==> config.mk <==
export PLATFORM = sky130hd
export DESIGN_NAME = airi5c_fpu_issue_ctrl
export DESIGN_NICKNAME = d
export VERILOG_FILES = /design/src/rtl/airi5c_fpu_pkg.sv /design/src/rtl/airi5c_fpu_watchdog.sv /design/src/rtl/airi5c_fpu_issue_ctrl.sv
export SDC_FILE = /design/constraint.sdc
export NUM_CORES = 1
export LEC_CHECK = 0
export ABC_AREA = 0
export ABC_CLOCK_PERIOD_IN_PS = 2300
export BUFFER_PORTS_ARGS = -buffer_cell sky130_fd_sc_hd__buf_2
export CORE_AREA = 2 2 95 97
export DETAILED_ROUTE_END_ITERATION = 10
export DIE_AREA = 0 0 97 99
export PLACE_DENSITY = 0.77
export SLEW_MARGIN = 15
export SYNTH_ARGS = -nofsm -noshare
export SYNTH_HDL_FRONTEND = slang
export SYNTH_SLANG_ARGS = --single-unit
==> constraint.sdc <==
create_clock -name clk -period 2.3 [get_ports clk]
set_clock_uncertainty 0.2 [all_clocks]
set_input_delay 0.115 -clock clk [delete_from_list [all_inputs] [get_ports clk]]
set_output_delay 0.115 -clock clk [all_outputs]
set_load 0.01 [all_outputs]
==> src/rtl/airi5c_fpu_pkg.sv <==
// Shared state encoding, unit indices and operand width for the AIRI5C FPU issue logic.
package airi5c_fpu_pkg;

  localparam int FLEN = 32;

  typedef enum logic [1:0] {
    IDLE = 2'd0,
    LOAD = 2'd1,
    WAIT = 2'd2
  } fpu_issue_state_e;

  typedef enum logic [2:0] {
    UNIT_SGN  = 3'd0,
    UNIT_ADD  = 3'd1,
    UNIT_MUL  = 3'd2,
    UNIT_DIV  = 3'd3,
    UNIT_SQRT = 3'd4,
    UNIT_CVT  = 3'd5
  } fpu_unit_e;

endpackage

==> src/rtl/airi5c_fpu_watchdog.sv <==
// WAIT-state watchdog for the FPU issue controller; only built when AIRI5C_FPU_TIMEOUT_EN is defined.
`ifdef AIRI5C_FPU_TIMEOUT_EN
module airi5c_fpu_watchdog #(
  parameter int LIMIT = 64
) (
  input  logic clk,
  input  logic n_reset,
  input  logic clear,
  input  logic enable,
  output logic expired
);

  logic [15:0] count;

  always_ff @(posedge clk or negedge n_reset) begin
    if (!n_reset) begin
      count <= '0;
    end else if (clear) begin
      count <= '0;
    end else if (enable) begin
      count <= count + 16'd1;
    end
  end

  // Fires during the last permitted WAIT cycle so the abort lands exactly LIMIT cycles in.
  assign expired = enable && (count == 16'(LIMIT - 1));

endmodule
`endif

==> src/rtl/airi5c_fpu_issue_ctrl.sv <==
// Issues one FPU operation to a selected unit, waits for its ready pulse and returns the result.
// Optional WAIT-state watchdog enabled with `define AIRI5C_FPU_TIMEOUT_EN.
module airi5c_fpu_issue_ctrl
  import airi5c_fpu_pkg::*;
#(
  parameter int NUM_UNITS      = 6,
  parameter int SEL_W          = 3,
  parameter int TIMEOUT_CYCLES = 64
) (
  input  logic                      clk,
  input  logic                      n_reset,
  input  logic                      req,
  input  logic                      kill,
  input  logic [SEL_W-1:0]          unit_sel,
  output logic                      busy,
  output logic [NUM_UNITS-1:0]      unit_load,
  output logic                      unit_kill,
  input  logic [NUM_UNITS-1:0]      unit_ready,
  input  logic [FLEN*NUM_UNITS-1:0] unit_result,
  output logic [FLEN-1:0]           result,
  output logic                      result_valid,
  output logic                      err
);

  localparam logic [SEL_W:0]       UNITS_LIM = (SEL_W + 1)'(NUM_UNITS);
  localparam logic [NUM_UNITS-1:0] ONE_HOT0  = NUM_UNITS'(1);

  if (TIMEOUT_CYCLES < 2 || TIMEOUT_CYCLES > 65535 || (1 << SEL_W) < NUM_UNITS) begin : g_bad_params
    $error("airi5c_fpu_issue_ctrl: illegal parameter combination");
  end

  fpu_issue_state_e state;
  logic [SEL_W-1:0] sel_q;
  logic [31:0]      sel_base;
  logic             sel_ready;
  logic [FLEN-1:0]  sel_result;
  logic             wd_expired;

  assign busy       = (state != IDLE);
  assign sel_base   = 32'(sel_q) * FLEN;
  assign sel_ready  = unit_ready[sel_q];
  assign sel_result = unit_result[sel_base +: FLEN];

`ifdef AIRI5C_FPU_TIMEOUT_EN
  airi5c_fpu_watchdog #(
    .LIMIT(TIMEOUT_CYCLES)
  ) u_watchdog (
    .clk    (clk),
    .n_reset(n_reset),
    .clear  (state != WAIT),
    .enable (state == WAIT),
    .expired(wd_expired)
  );
`else
  assign wd_expired = 1'b0;
`endif

  // Strobes default low each cycle; kill overrides every state, and the selected ready beats a timeout.
  always_ff @(posedge clk or negedge n_reset) begin
    if (!n_reset) begin
      state        <= IDLE;
      sel_q        <= '0;
      unit_load    <= '0;
      unit_kill    <= 1'b0;
      result       <= '0;
      result_valid <= 1'b0;
      err          <= 1'b0;
    end else begin
      unit_load    <= '0;
      unit_kill    <= 1'b0;
      result_valid <= 1'b0;
      err          <= 1'b0;
      if (kill) begin
        state     <= IDLE;
        unit_kill <= 1'b1;
      end else begin
        unique case (state)
          IDLE: begin
            if (req) begin
              if ({1'b0, unit_sel} < UNITS_LIM) begin
                sel_q     <= unit_sel;
                unit_load <= ONE_HOT0 << unit_sel;
                state     <= LOAD;
              end else begin
                result       <= '0;
                result_valid <= 1'b1;
                err          <= 1'b1;
              end
            end
          end
          LOAD, WAIT: begin
            if (sel_ready) begin
              result       <= sel_result;
              result_valid <= 1'b1;
              state        <= IDLE;
            end else if (state == WAIT && wd_expired) begin
              unit_kill    <= 1'b1;
              result       <= '0;
              result_valid <= 1'b1;
              err          <= 1'b1;
              state        <= IDLE;
            end else begin
              state <= WAIT;
            end
          end
          default: state <= IDLE;
        endcase
      end
    end
  end

endmodule

Yosys cells after proc, flatten, opt, wreduce, memory -nomap -nowiden
Index checks and enable logic that the tools add are counted.
- word-level logic and storage cells: 49
- latch bits: 0
- output and inout port bits: 42
- register bits: 46
- memories: 0
- bits in read-only memories: 0
- bits of input ports: 205
- memory bits (writable): 0
- $lt $le $gt $ge: 2
- reductions and logical operators: 7
- equality and inequality tests: 7
- add/sub/neg operators: 0
- $mul: 0
- multiplexer cells: 23
- divide/modulo/power cells: 0
- bitwise logic cells: 1
- shift-type cells: 2
- operators by type and width (operator ; number):
    192-bit by 9-bit indexed part select with 32-bit output ; 1
    32-bit two-way mux ; 3
    32-bit case mux with 2 select lines ; 1
    6-bit two-way mux ; 4
    1-bit two-way mux ; 8
    2-bit two-way mux ; 4
    2-bit != test, second input constant ; 3
    3-bit != test, second input constant ; 2
    1-bit by 3-bit << shifter with 6-bit output, first input constant ; 1
    5-bit AND reduction ; 1
    3-bit by 4-bit < comparator with 1-bit output, second input constant ; 1
    2-bit case mux with 2 select lines ; 1
    4-bit AND reduction ; 1
    2-bit nonzero test ; 2
    1-bit binary-select mux with 3-bit select ; 1
    3-bit < comparator, second input constant ; 1
    2-bit by 1-bit == test with 1-bit output, second input constant ; 1
    2-bit == test, second input constant ; 1
    2-bit logical NOT ; 1
    1-bit case mux with 2 select lines ; 1
    2-bit AND reduction ; 1
    2-bit OR reduction ; 1
    1-bit NOT ; 1

Logic depth before layout (Yosys ltp)
Gate-level depths: netlist of run 1.
- depth in word-level cells: 5
- mapped depth: 8
- mapped depth without buffers: 6

Worst setup path after synthesis of run 1
No wires, ideal clock.
- path type: reg2reg
- start: register sel_q[0]
- end: register result[10]
- setup slack: 0.223 ns
- required time: 1.979 ns
- library setup time: 0.121 ns
- cell stages (with the launch flop): 7
- path buffers: 3
- arrival time: 1.755 ns
- clock period less this slack: 2.077 ns
- cell sequence: dfrtp_1 > clkbuf_1 > buf_4 > buf_2 > mux4_2 > a22oi_1 > o2bb2ai_1
- longest elaborated chain between the ends: 4
- elaborated cells on any way between the ends: 7
- those cells by class: eq/ne (1); shift (1); mux (4); reduce/logical (1)
- RTL lines (element ; RTL line ; text):
    start: declaration ; airi5c_fpu_issue_ctrl.sv:33 ; logic [SEL_W-1:0] sel_q;
    start signal: assignment ; airi5c_fpu_issue_ctrl.sv:81 ; sel_q <= unit_sel;
    parallel branches: the longest is 4 deep, another holds 192-bit by 9-bit indexed part select with 32-bit output ; n/a ;
    end signal: assignment ; airi5c_fpu_issue_ctrl.sv:93 ; result <= sel_result;
    end: declaration ; airi5c_fpu_issue_ctrl.sv:20 ; output logic [FLEN-1:0] result,
Parallel ways; which one is timed is not known. The select of a mux whose other input is x is not followed.
A chain may end at the register's enable or synchronous reset.

Worst setup path in the final report of run 1
- start: register state[0]
- end: register unit_load[2]
- longest elaborated chain between the ends: 3
- RTL lines (element ; RTL line ; text):
    start: declaration ; airi5c_fpu_issue_ctrl.sv:32 ; fpu_issue_state_e state;
    start signal: assignment ; airi5c_fpu_issue_ctrl.sv:61 ; state <= IDLE;
    start signal: assignment ; airi5c_fpu_issue_ctrl.sv:74 ; state <= IDLE;
    start signal: assignment ; airi5c_fpu_issue_ctrl.sv:83 ; state <= LOAD;
    2-bit logical NOT ; airi5c_fpu_issue_ctrl.sv:77 ; unique case (state)
    6-bit two-way mux ; airi5c_fpu_issue_ctrl.sv:77 ;
    6-bit two-way mux ; airi5c_fpu_issue_ctrl.sv:73 ; if (kill) begin
    end signal: assignment ; airi5c_fpu_issue_ctrl.sv:82 ; unit_load <= ONE_HOT0 << unit_sel;
    end: declaration ; airi5c_fpu_issue_ctrl.sv:16 ; output logic [NUM_UNITS-1:0] unit_load,
Every way passes these cells.

==> metrics.md, run 1 <==
| Metric | Value |
|---|---|
| Wirelength per Cell | 17.4 µm |
| Final WL | 10400 µm |
| Post-route minimum period | 2170 ps |
| Req. time, crit path | 2330 ps |
| Syn Nets | 455 |
| Crit-path max FO | 6 |
| Register area share after synthesis | 35.7% |
| Latest clock arrival within the worst-skew pair | 290 ps |
| Port Buffers | 246 |
| Max cap viols | 0 |
| Mapped Area | 0.00323 mm² |
| GPL Wtd Cong | 0.836 |
| R2R Path Start | state[0] |
| Vias in the first global route | 3494 |
| Largest cells by area after synthesis | dfrtp_1 (36%), mux4_2 (22%), mux2_2 (12%) |
| Cts bufs inserted | 5 |
| CTS tree | built |
| PwrDens | 677 mW/mm² |
| Most common cell after layout, fill and taps aside | buf_2 |
| Antenna cells | 0 |
| CTS Root Cell | clkbuf_8 |
| Flops & latches, synth | 46 |
| Largest net degree at the start of global routing | 40 |
| Distinct cells, synth | 30 |
| Initial Util | 37.8% |
| Post-synth top area cell | dfrtp_1 |
| H-Tree Depth | 2 |
| Fill count | 781 |
| Clk buf depth | 2 |
| Slew Limit Fails | 0 |
| Layout cells sized above 1 | 68.6% |
| Top Ports | 247 |
| Worst slew pin tran | 547 ps |
| Worst Path Arrival | 2200 ps |
| Worst VDD drop | 395 µV |
| Pre-antenna DRT Iters | 5 |
| Setup_tns | 0 ps |
| Routed vias | 3218 |
| Initial antenna violation count | 0 |
| Launch point of the worst hold path | unit_result[150] |
| Maximum clock rate | 460 MHz |
| Area Growth Syn to Fin | 46.5% |
| FP Rows | 34 |
| LEAKAGE | 2.38 nW |
| Full die area | 0.00960 mm² |
| Crit start category | flop |
| Critical path class | flop to flop |
| Yosys warning count | 0 |
| Fin util | 55.3% |
| Final setup violation count | 0 |
| Post-Synthesis Cells | 248 |
| DRT iter0 DRCs | 68 |
| Most frequent cells in the layout | buf_2 (246), dfrtp_1 (44), mux2_2 (35) |
| RSZ-0062 raised after global routing | no |
| Clk sink count | 46 |
| Max_slew headroom | 63.5% |
| First-pass GRT wire length | 16500 µm |
| Detailed-route DRC error count | 0 |
| Worst Hold Class | input pin to flop |
| GRT Residual Overflow | 0 |
| Post-DP HPWL | 8390 µm |
| Synth top area share | 35.7% |
| Core outline area | 0.00855 mm² |
| Number of vias per cell | 5.35 |
| Die X | 97 µm |
| Fin crit share | 94.4% |
| Clock transition at path regs | 80 ps |
| Hold Vio Cnt, Final | 0 |
| DRT antenna net count | 0 |
| Syn Area/Cell | 13.0 µm² |
| CP Capture Type | flop |
| Status | finished clean |
| CP Launch Point | state[0] |
| Nets@finish | 699 |
| Die Y-Extent | 99 µm |
| GRT Overall Usage | 21.1% |
| Postcts setup bufs | 0 |
==> sequential cells by signal (all words and copies together) (netlist names) <==
name          flops
sel_q             3
result           32
result_valid      1
state             2
unit_kill         1
err               1
unit_load         6
==> power breakdown <==
part           internal [mW]  switching (mW)
logic                  0.904           0.727
registers              0.913          0.0780
clock network          0.324           0.257
total                   2.14            1.06
==> cell usage after synthesis <==
master / count
a211o_1: 1
a211oi_1: 1
a21o_1: 1
a21o_2: 1
a21oi_1: 3
a222oi_1: 1
a22oi_1: 32
and3_1: 2
buf_2: 5
buf_4: 5
buf_6: 7
clkbuf_1: 11
dfrtp_1: 46
ha_1: 2
inv_1: 4
mux2_2: 35
mux2_4: 1
mux4_2: 32
nand2_1: 4
nand2b_1: 2
nand3_1: 2
nand3b_1: 1
nand4_1: 1
nand4b_1: 1
nor2_1: 10
nor2b_1: 2
nor4_1: 1
nor4b_1: 1
o2bb2ai_1: 32
or3b_1: 1
==> layer usage <==
| layer | routed length, µm | track usage, % | up-vias |
|---|---|---|---|
| met1 | 3970 | 25.0 | 1554 |
| met2 | 5610 | 39.2 | 152 |
| met5 | 0 | 0 | - |
| li1 | - | - | 1499 |
| met4 | 123 | 4.33 | 0 |
| met3 | 740 | 4.61 | 13 |
==> cell type report <==
type | instances | area [µm²] | share of cell area [%]
clock buffers | 6 | 72.6 | 1.53
repair buffers | 265 | 1430 | 30.2
multi-input cells | 170 | 1880 | 39.8
well taps | 108 | 135 | 2.86
clock inverters | 2 | 37.5 | 0.794
inverters | 4 | 15.0 | 0.317
flip-flops and latches | 46 | 1160 | 24.4
==> metrics by stage <==
| step | instances | setup WS [ps] | hold slack, ps | power [mW] | area, µm² |
|---|---|---|---|---|---|
| final | 601 | 128 | 20.5 | 3.20 | 4730 |
| after global placement | 586 | 228 | -91.9 | 2.61 | 4550 |
| after global routing | 601 | 2.17 | 31.2 | 3.43 | 4730 |
| after CTS | 601 | 105 | 13.9 | 3.25 | 4730 |
| after floorplan | 248 | 223 | -381 | 2.13 | 3230 |
| after detailed placement | 586 | 138 | -79.3 | 2.65 | 4550 |
==> cells by family after synthesis <==
logic type	synth area share, %
AOI/OAI and AO/OA	17.9
and+or+nand+nor	4.54
buffers and inverters	6.12
adders and majority gates	0.775
muxes	35.0
DFF	35.7
==> worst paths after layout <==
kind | depth (start not counted) | to | slack, ps
max | 7 | unit_load[2] | 130
max in group asynchronous | 3 | sel_q[0] | 1040
min in group asynchronous | 2 | unit_kill | 160
max reg2reg | 7 | unit_load[2] | 130
min | 4 | result[22] | 20
min reg2reg | 1 | result[17] | 290
==> repair_timing <==
action | in CTS | in global routing
endpoints found under the hold margin | 35 | 0
hold buffers | 7 | 0
resized for setup | 0 | 1
endpoints found under the setup margin | 0 | 5
==> worst max-delay path, stage by stage, from the launching register on <==
cell and delay [ps]:
dfrtp_1 400, inv_1 100, ha_1 290, nand3b_1 220, nor2_2 200, nand2_1 70, nor2_1 90, dlygate4sd3_1 560
(Power assumes the default switching activity.)
==> run 2: changes to the inputs <==
Settings changed: REMOVE_ABC_BUFFERS set to 1.
==> metrics.md, run 2 (same netlist as run 1, synthesis figures left out) <==
| Metric | Value |
|---|---|
| PwrDens | 683 mW/mm² (+0.83%) |
| Crit-path max FO | 18 (+12) |
| Clk buf depth | 2 (unchanged) |
| Worst Path Arrival | 2130 ps (-70 ps) |
| GRT Residual Overflow | 0 (unchanged) |
| Max FFs per register | 32 (unchanged) |
| First-pass GRT wire length | 17100 µm (+3.3%) |
| Wirelength per Cell | 18.1 µm (+4.1%) |
| Vias in the first global route | 3528 (+0.97%) |
| DRT iter0 DRCs | 79 (+16%) |
| Crit start category | flop |
| Detailed-route DRC error count | 0 (unchanged) |
| Critical Path Most Common Cell | buf_4 |
| CP max-delay cell | dfrtp_1 |
| Status | finished clean |
| Total power | 3.23 mW (+0.72%) |
| Fin crit share | 91.7% (-2.7 points) |
| LEAKAGE | 2.38 nW (about the same) |
| Initial Util | 37.8% (unchanged) |
| GRT Overall Usage | 22.2% (+1.1 points) |
| Cts bufs inserted | 5 (unchanged) |
| Biggest regs | result (32), unit_load (6), sel_q (3) |
| Die Y-Extent | 99 µm (unchanged) |
| Maximum clock rate | 474 MHz (+3.0%) |
| Final WL | 10900 µm (+4.1%) |
| Top Ports | 247 (unchanged) |
| Post-route minimum period | 2110 ps (-63.2 ps) |
| Slew Limit Fails | 0 (unchanged) |
| Max_slew headroom | 47.6% (-16 points) |
| Clock transition at path regs | 80 ps (about the same) |
| Die X | 97 µm (unchanged) |
| Clk sink count | 46 (unchanged) |
| Worst Hold Class | input pin to flop |
| Hold Vio Cnt, Final | 0 (unchanged) |
| Core outline area | 0.00855 mm² (unchanged) |
| Largest net degree at the start of global routing | 39 (-2.5%) |
| Worst slew pin tran | 786 ps (+239 ps) |
| Area Growth Syn to Fin | 46.4% |
| Crit-path max cell delay | 440 ps (-120 ps) |
| Latest clock arrival within the worst-skew pair | 300 ps (about the same) |
| Port Buffers | 246 (unchanged) |
| DRT antenna net count | 0 (unchanged) |
| Worst path buffer plus inverter count | 3 (+1) |
| FF-to-FF setup slack | 190 ps (+60 ps) |
| Initial antenna violation count | 0 (unchanged) |
| CP Cell Sequence | buf_4, nor2b_2, a222oi_1, buf_4, or3b_1, buf_4, o2bb2ai_1 |
| CP Capture Type | flop |
| Post-DP HPWL | 8710 µm (+3.8%) |
| Full die area | 0.00960 mm² (unchanged) |
| Max cap viols | 0 (unchanged) |
| GPL Wtd Cong | 0.849 (+1.5%) |
| CTS tree | built |
| FP Rows | 34 (unchanged) |
| Nets@finish | 699 (unchanged) |
| Most flops, register | result |
| CTS Root Cell | clkbuf_8 |
| Req. time, crit path | 2320 ps (about the same) |
| Final setup violation count | 0 (unchanged) |
| Critical path class | flop to flop |
| Area after DPL | 0.00454 mm² (-0.19%) |
| Pre-antenna DRT Iters | 4 (-1) |
| Most frequent cells in the layout | buf_2 (246), dfrtp_1 (45), mux2_2 (35) |
| RSZ-0062 raised after global routing | no |
| Layout cells sized above 1 | 68.2% (-0.41 points) |
| Antenna cells | 0 (unchanged) |
| Worst VDD drop | 332 µV (-16%) |
| Routed vias | 3312 (+2.9%) |
| Fin area | 0.00472 mm² (-0.11%) |
| Number of vias per cell | 5.51 (+2.9%) |
| H-Tree Depth | 2 (unchanged) |
| Most common cell after layout, fill and taps aside | buf_2 |
| Critical path's top delay family | buffers and inverters |
run 2: cell types whose count changed in the layout (fill, tap and decap cells not counted), sizes merged:
cell and change:
clkbuf +1, clkinvlp -1
run 2: path summary, 6_finish.rpt:
check / startpoint / endpoint / cells past startpoint
min: unit_result[177] / result[17] / 4
max: sel_q[1] / result[21] / 7
min in group asynchronous: n_reset / unit_load[0] / 2
max in group asynchronous: n_reset / result[21] / 3
max reg2reg: sel_q[1] / result[21] / 7
min reg2reg: result[24] / result[24] / 1
run 2: power by group:
group	internal, mW	switching (mW)	leakage, nW
Combinational	0.912	0.737	1.70
Clock	0.325	0.266	0.0524
Sequential	0.912	0.0751	0.627
run 2: timing repair:
item / in CTS / in global routing
hold endpoints to repair: 46 / 0
hold buffers: 7 / 0
resized for setup: 0 / 1
setup endpoints to repair: 0 / 23
setup buffers: 0 / 1
run 2: layout make-up:
| type | count | area (µm²) |
|---|---|---|
| inverters | 4 | 15.0 |
| clock inverters | 1 | 30.0 |
| fillers | 771 | 3830 |
| clock buffers | 7 | 76.3 |
| flip-flops and latches | 46 | 1150 |
| well taps | 108 | 135 |
| repair buffers | 265 | 1430 |
| multi-input cells | 170 | 1880 |
run 2: worst reg2reg max path, stage by stage, from the launching register on:
cell and delay, ps:
dfrtp_1 440, buf_4 230, nor2b_2 140, a222oi_1 80, buf_4 160, or3b_1 390
buf_4 220, o2bb2ai_1 180
run 2: metrics by stage:
step | setup WS (ps) | util, % | TNS (ps) | instances | hold WS, ps
floorplan | -1720 | - | -57860 | 220 | -381
global placement | 261 | 53.1 | 0 | 585 | 24.3
CTS | 89.4 | 55.1 | 0 | 600 | 12.3
global route | 41.5 | 55.3 | 0 | 601 | 29.1
detailed placement | 100 | 53.1 | 0 | 585 | 44.4
finish | 191 | 55.3 | 0 | 601 | 21.4
run 2: routing by layer:
| layer | wire (µm) | vias to the layer above | GRT usage (%) |
|---|---|---|---|
| li1 | - | 1495 | - |
| met1 | 4140 | 1619 | 25.1 |
| met2 | 5700 | 173 | 41.1 |
| met3 | 773 | 25 | 5.18 |
| met4 | 263 | 0 | 7.48 |
| met5 | 0 | - | 0 |
